File: src/rtl/muldiv_pkg.sv
// Shared op encodings, controller states and operand-signedness helpers for the M-extension unit.
package muldiv_pkg;

    localparam logic [2:0] MUL_OP    = 3'b000;
    localparam logic [2:0] MULH_OP   = 3'b001;
    localparam logic [2:0] MULHSU_OP = 3'b010;
    localparam logic [2:0] MULHU_OP  = 3'b011;
    localparam logic [2:0] DIV_OP    = 3'b100;
    localparam logic [2:0] DIVU_OP   = 3'b101;
    localparam logic [2:0] REM_OP    = 3'b110;
    localparam logic [2:0] REMU_OP   = 3'b111;

    typedef enum logic [1:0] {
        S_IDLE,
        S_CALC,
        S_FIX,
        S_DONE
    } state_t;

    function automatic logic is_signed_a(input logic [2:0] op);
        return (op == MULH_OP) || (op == MULHSU_OP) || (op == DIV_OP) || (op == REM_OP);
    endfunction

    function automatic logic is_signed_b(input logic [2:0] op);
        return (op == MULH_OP) || (op == DIV_OP) || (op == REM_OP);
    endfunction

    function automatic logic is_div(input logic [2:0] op);
        return op[2];
    endfunction

endpackage

File: src/rtl/muldiv_step.sv
// One radix-2 step: shift-add multiply on {hi,lo}, or restoring divide with hi=remainder, lo=quotient.
// Purely combinational, no flow control; the sequencer decides when a step is committed.
module muldiv_step #(
    parameter int XLEN = 64
) (
    input  logic            is_div,
    input  logic [XLEN-1:0] hi,
    input  logic [XLEN-1:0] lo,
    input  logic [XLEN-1:0] opb,
    output logic [XLEN-1:0] hi_next,
    output logic [XLEN-1:0] lo_next
);
    logic [XLEN:0] sum;
    logic [XLEN:0] shifted;
    logic [XLEN:0] diff;

    always_comb begin
        sum     = {1'b0, hi} + (lo[0] ? {1'b0, opb} : '0);
        shifted = {hi, lo[XLEN-1]};
        diff    = shifted - {1'b0, opb};
        if (is_div) begin
            // diff MSB set means the trial subtraction went negative: restore
            if (!diff[XLEN]) begin
                hi_next = diff[XLEN-1:0];
                lo_next = {lo[XLEN-2:0], 1'b1};
            end else begin
                hi_next = shifted[XLEN-1:0];
                lo_next = {lo[XLEN-2:0], 1'b0};
            end
        end else begin
            hi_next = sum[XLEN:1];
            lo_next = {sum[0], lo[XLEN-1:1]};
        end
    end

endmodule

File: src/rtl/muldiv_sequencer.sv
// Iterative RISC-V M-extension multiply/divide with its own controller beside the EX-stage ALU.
// Latency XLEN+2 cycles (1 for divide-by-zero/overflow); holds stall while working, flush aborts.
module muldiv_sequencer
    import muldiv_pkg::*;
#(
    parameter int XLEN = 64
) (
    input  logic            clk,
    input  logic            reset,
    input  logic            start,
    input  logic [2:0]      op,
    input  logic [XLEN-1:0] rs1,
    input  logic [XLEN-1:0] rs2,
    input  logic            flush,
    output logic            busy,
    output logic            stall,
    output logic            done,
    output logic [XLEN-1:0] result
);
    localparam int CW = $clog2(XLEN);
    localparam logic [XLEN-1:0] MIN_NEG = {1'b1, {(XLEN-1){1'b0}}};

    state_t            state, state_next;
    logic [CW-1:0]     count;
    logic [2:0]        op_q;
    logic              neg_q;
    logic [XLEN-1:0]   hi_q, lo_q, opb_q, hi_next, lo_next;
    logic              accept, a_neg, b_neg, div_zero, div_ovf, special;
    logic [XLEN-1:0]   abs_a, abs_b, special_val, quot_fix, rem_fix, fix_val;
    logic [2*XLEN-1:0] prod_fix;

    muldiv_step #(.XLEN(XLEN)) u_step (
        .is_div  (is_div(op_q)),
        .hi      (hi_q),
        .lo      (lo_q),
        .opb     (opb_q),
        .hi_next (hi_next),
        .lo_next (lo_next)
    );

    always_ff @(posedge clk) begin
        if (reset) state <= S_IDLE;
        else       state <= state_next;
    end

    always_comb begin
        state_next = state;
        if (flush) begin
            state_next = S_IDLE;
        end else begin
            case (state)
                S_IDLE:  if (start) state_next = special ? S_DONE : S_CALC;
                S_CALC:  if (count == '0) state_next = S_FIX;
                S_FIX:   state_next = S_DONE;
                default: state_next = S_IDLE;
            endcase
        end
    end

    always_comb begin
        accept = (state == S_IDLE) && start && !flush && !reset;
        busy   = (state != S_IDLE);
        stall  = accept || (state == S_CALC) || (state == S_FIX);
        done   = (state == S_DONE);
    end

    always_comb begin
        a_neg    = is_signed_a(op) && rs1[XLEN-1];
        b_neg    = is_signed_b(op) && rs2[XLEN-1];
        abs_a    = a_neg ? -rs1 : rs1;
        abs_b    = b_neg ? -rs2 : rs2;
        div_zero = is_div(op) && (rs2 == '0);
        div_ovf  = is_div(op) && is_signed_b(op) && (rs1 == MIN_NEG) && (rs2 == '1);
        special  = div_zero || div_ovf;
        // op[1] separates REM/REMU from DIV/DIVU within the divide group
        if (div_zero) special_val = op[1] ? rs1 : '1;
        else          special_val = op[1] ? '0  : rs1;
    end

    always_comb begin
        prod_fix = neg_q ? -{hi_q, lo_q} : {hi_q, lo_q};
        quot_fix = neg_q ? -lo_q : lo_q;
        rem_fix  = neg_q ? -hi_q : hi_q;
        case (op_q)
            MUL_OP:                       fix_val = prod_fix[XLEN-1:0];
            MULH_OP, MULHSU_OP, MULHU_OP: fix_val = prod_fix[2*XLEN-1:XLEN];
            DIV_OP, DIVU_OP:              fix_val = quot_fix;
            default:                      fix_val = rem_fix;
        endcase
    end

    always_ff @(posedge clk) begin
        if (reset) begin
            count  <= '0;
            op_q   <= MUL_OP;
            neg_q  <= 1'b0;
            hi_q   <= '0;
            lo_q   <= '0;
            opb_q  <= '0;
            result <= '0;
        end else if (accept) begin
            op_q  <= op;
            count <= CW'(XLEN - 1);
            hi_q  <= '0;
            // remainder follows the dividend; everything else follows the operand sign product
            neg_q <= (is_div(op) && op[1]) ? a_neg : (a_neg ^ b_neg);
            if (is_div(op)) begin
                lo_q  <= abs_a;
                opb_q <= abs_b;
            end else begin
                lo_q  <= abs_b;
                opb_q <= abs_a;
            end
            if (special) result <= special_val;
        end else if (!flush && state == S_CALC) begin
            hi_q  <= hi_next;
            lo_q  <= lo_next;
            count <= count - CW'(1);
        end else if (!flush && state == S_FIX) begin
            result <= fix_val;
        end
    end

endmodule
File: config.mk
export PLATFORM = sky130hd
export DESIGN_NAME = muldiv_sequencer
export DESIGN_NICKNAME = d
export VERILOG_FILES = /design/src/rtl/muldiv_pkg.sv /design/src/rtl/muldiv_step.sv /design/src/rtl/muldiv_sequencer.sv
export SDC_FILE = /design/constraint.sdc
export NUM_CORES = 2
export LEC_CHECK = 0
export BUFFER_PORTS_ARGS = -buffer_cell sky130_fd_sc_hd__buf_4
export CORE_UTILIZATION = 30
export DETAILED_ROUTE_END_ITERATION = 8
export SLEW_MARGIN = 5
export SYNTH_ARGS = -nofsm -noshare
export SYNTH_HDL_FRONTEND = slang
export SYNTH_SLANG_ARGS = --single-unit
File: constraint.sdc
create_clock -name clk -period 4.79 [get_ports clk]
set_input_delay 0.479 -clock clk [delete_from_list [all_inputs] [get_ports clk]]
set_output_delay 0.479 -clock clk [all_outputs]
set_load 0.005 [all_outputs]
==> impl_results.md <==
- Run status: completed
- Max_slew headroom: 0.2688
- Hold Path Class: in -> reg
- Worst Skew: 25.04 ps
- Crit path DAT: 4970 ps
- Critical path startpoint category: register
- H-tree lvl count: 2
- Synth area leader: dfxtp_1
- Core Rows: 115
- Register share of total power: 0.274
- Post-synthesis cell count: 4367
- CP Capture Type: register
- Top cell type's share of synthesized area: 0.1788
- Unrepaired setup endpoints after global routing: false
- Max FO, Critical Path: 11
- TritonCTS clock tree: done
- DR vias/cell: 6.022
- Crit share post-route: 0.9354
- Clk buf depth: 3
- Final setup violation count: 0
- P_sw: 3505 µW
- Initial antenna violation count: 3
- Total global-route track usage: 0.2670
- Hold Fails Final Rpt: 0
- Fraction of layout cells with a size suffix above 1: 0.1244
- Fill cells: 10710
- Post-Syn Nets: 4644
- Power share of the combinational group: 0.387
- Initial core utilization: 0.3039
- Pin count of the biggest net entering global routing: 133
- Fin area: 34710 µm²
- Hold_buf cts: 0
- Yosys warning count: 0
- Total of max-cap violations: 0
- Via Count: 34710
- Final wirelength: 141900 µm
- Final slew viol count: 0
- Post-CTS Setup Bufs: 0
- Tot Pwr: 8964 µW
- Nets: 4729
- Sink Count: 268
- DR pass1 iterations: 5
- Post-route setup TNS: 0 ps
- Crit path kind: reg -> reg
- Area Overhead vs Synth: 15.70%
- Clk pin slew, worst setup/hold paths: 60 ps
- DRC viols: 0
- Leak: 0.01341 µW
- Detailed Place HPWL: 110700 µm
- Vias in the first global route: 31880
- Die ar.: 101300 µm²
- GRT overflow: 0
- Num CTS Buffers: 35
- Routability Congestion: 1.001
- Die span in y: 318.2 µm
- Slew @ Worst Pin: 1094 ps
- VDD IR max: 0.2130 mV
- Clock power frac: 0.339
- Worst skew pair latency: 580 ps
- Post-Syn Area: 30000 µm²
- Primary FF master, synth: dfxtp_1
- Core Area: 98710 µm²
- CTS resizes: 0
- Port bufs: 201
- Final min period: 4480 ps
- Post-synthesis sequential area ratio: 0.1788
- Cell Area, Placed: 33410 µm²
- Die width: 318.2 µm
- Distinct cell type count after synthesis: 90
- Design internal power: 5459 µW
- Pwr Density: 258.3 nW/µm²
- Worst EP required: 5280 ps
- I/O pin cnt: 202
- Clock tree root buffer cell: clkbuf_16
- Sw Share: 0.3910
- Initial DRC count: 3942
- Max Fclk: 223.2 MHz
- Ys async rst share: 0
- Yosys reg bits: 268
- EDFF count, synth: 0
- Cells taking the most area after synthesis: dfxtp_1 18%, a21oi_1 8.4%, ha_1 5.8%
- Routed Antenna Nets: 0
- Avg Cell Area, Syn: 6.869 µm²
- Routed len/inst: 24.62 µm
- First-pass GRT wire length: 208600 µm
critical path: stages, from the launching register on:
cell and delay, ps:
dfxtp_1 380, or4_1 610, or4_1 470, or3_1 530, or4_1 840, o41ai_1 770
xor2_1 160, o211ai_1 330, o211ai_1 150, a21oi_1 170
cells by family (layout without fill, tap and decap cells):
family | after synthesis | count (layout) | share of synthesized area
AO/OA/AOI/OAI | 1517 | 1517 | 0.3171
XOR/XNOR | 341 | 341 | 0.09956
adder cells (fa/ha/maj) | 190 | 190 | 0.07574
buffers and inverters | 471 | 581 | 0.06044
flip-flops | 268 | 268 | 0.1788
multiplexers | 123 | 123 | 0.04233
other | 0 | 1 | 0
AND/OR/NAND/NOR | 1457 | 1457 | 0.2260
per-stage QoR:
step	utilization	hold WS, ps	setup WS, ps	cells
floorplan	-	431.9	694.2	4367
global placement	0.3384	440.9	327.8	5702
detailed placement	0.3384	447.8	255.4	5702
CTS	0.3516	151.5	210.9	5764
global route	0.3516	164.4	2.851	5764
finish	0.3516	169.1	309.7	5765
power groups by stage:
stage | clock [µW] | sequential (µW) | combinational (µW)
finish | 3040 | 2460 | 3470
global route | 3140 | 2470 | 3680
CTS | 3070 | 2450 | 3370
detailed placement | 0 | 2500 | 3350
global placement | 0 | 2500 | 3360
floorplan | 0 | 2430 | 2180
final cells by class:
class	count	area, µm²	share of cell area
Multi-Input combinational cell	3628	22910	0.6600
Tap cell	1287	1610	0.04639
Antenna cell	1	2.502	0.00007210
Inverter	126	473.0	0.01363
Timing Repair Buffer	393	3042	0.08764
Clock buffer	46	1051	0.03028
Clock inverter	16	249.0	0.007174
Sequential cell	268	5373	0.1548
layout by cell type (no fill, tap or decap), types with 22 or more instances in the layout:
| cell type | instances |
|---|---|
| nor4_1 | 42 |
| a21oi_1 | 503 |
| inv_1 | 122 |
| nand4_1 | 60 |
| a31oi_1 | 40 |
| o41ai_1 | 41 |
| xnor2_1 | 184 |
| nand3_1 | 104 |
| nor3_1 | 112 |
| dfxtp_1 | 266 |
| o21ai_0 | 321 |
| ha_1 | 140 |
| mux2i_1 | 92 |
| a211oi_1 | 64 |
| nor2_1 | 433 |
| and3_1 | 26 |
| a22oi_1 | 24 |
| o22ai_1 | 51 |
| o211ai_1 | 145 |
| nand2_1 | 463 |
| and2_1 | 24 |
| o31ai_1 | 59 |
| o221ai_1 | 28 |
| buf_4 | 385 |
| xor2_1 | 157 |
| a21o_1 | 61 |
| o21bai_1 | 27 |
| clkbuf_16 | 38 |
| or4_1 | 39 |
| or3_1 | 30 |
| mux2_2 | 31 |
| nand2b_1 | 22 |
| maj3_1 | 48 |
worst paths after layout:
check | startpoint | endpoint | slack [ps] | cells past startpoint
min reg2reg | opb_q[57] | opb_q[57] | 450 | 2
max | lo_q[55] | result[47] | 310 | 9
min | flush | state[0] | 170 | 2
max reg2reg | lo_q[55] | result[47] | 310 | 9
synth_stat cells (104+ instances only):
library cell and n:
inv_1 123, dfxtp_1 268, nor2_1 439, xnor2_1 184, nor3_1 113, o21ai_0 321
a21oi_1 503, nand2_1 465, xor2_1 157, ha_1 140, o211ai_1 145, nand3_1 104
clkbuf_1 286
registers in the layout (all words and copies together), names as in the netlist:
name and cells:
lo_q 64, opb_q 64, count 6, hi_q 64, op_q 3, neg_q 1, result 64, state 2
routing by layer:
| layer | global-route usage | routed length [µm] | vias to the layer above |
|---|---|---|---|
| met5 | 0 | 24 | - |
| met4 | 0.1187 | 6535 | 4 |
| met3 | 0.03650 | 12070 | 235 |
| met2 | 0.4155 | 62010 | 1710 |
| met1 | 0.3646 | 61300 | 16590 |
| li1 | - | - | 16170 |
No activity file was read; power rests on OpenSTA's default activity.
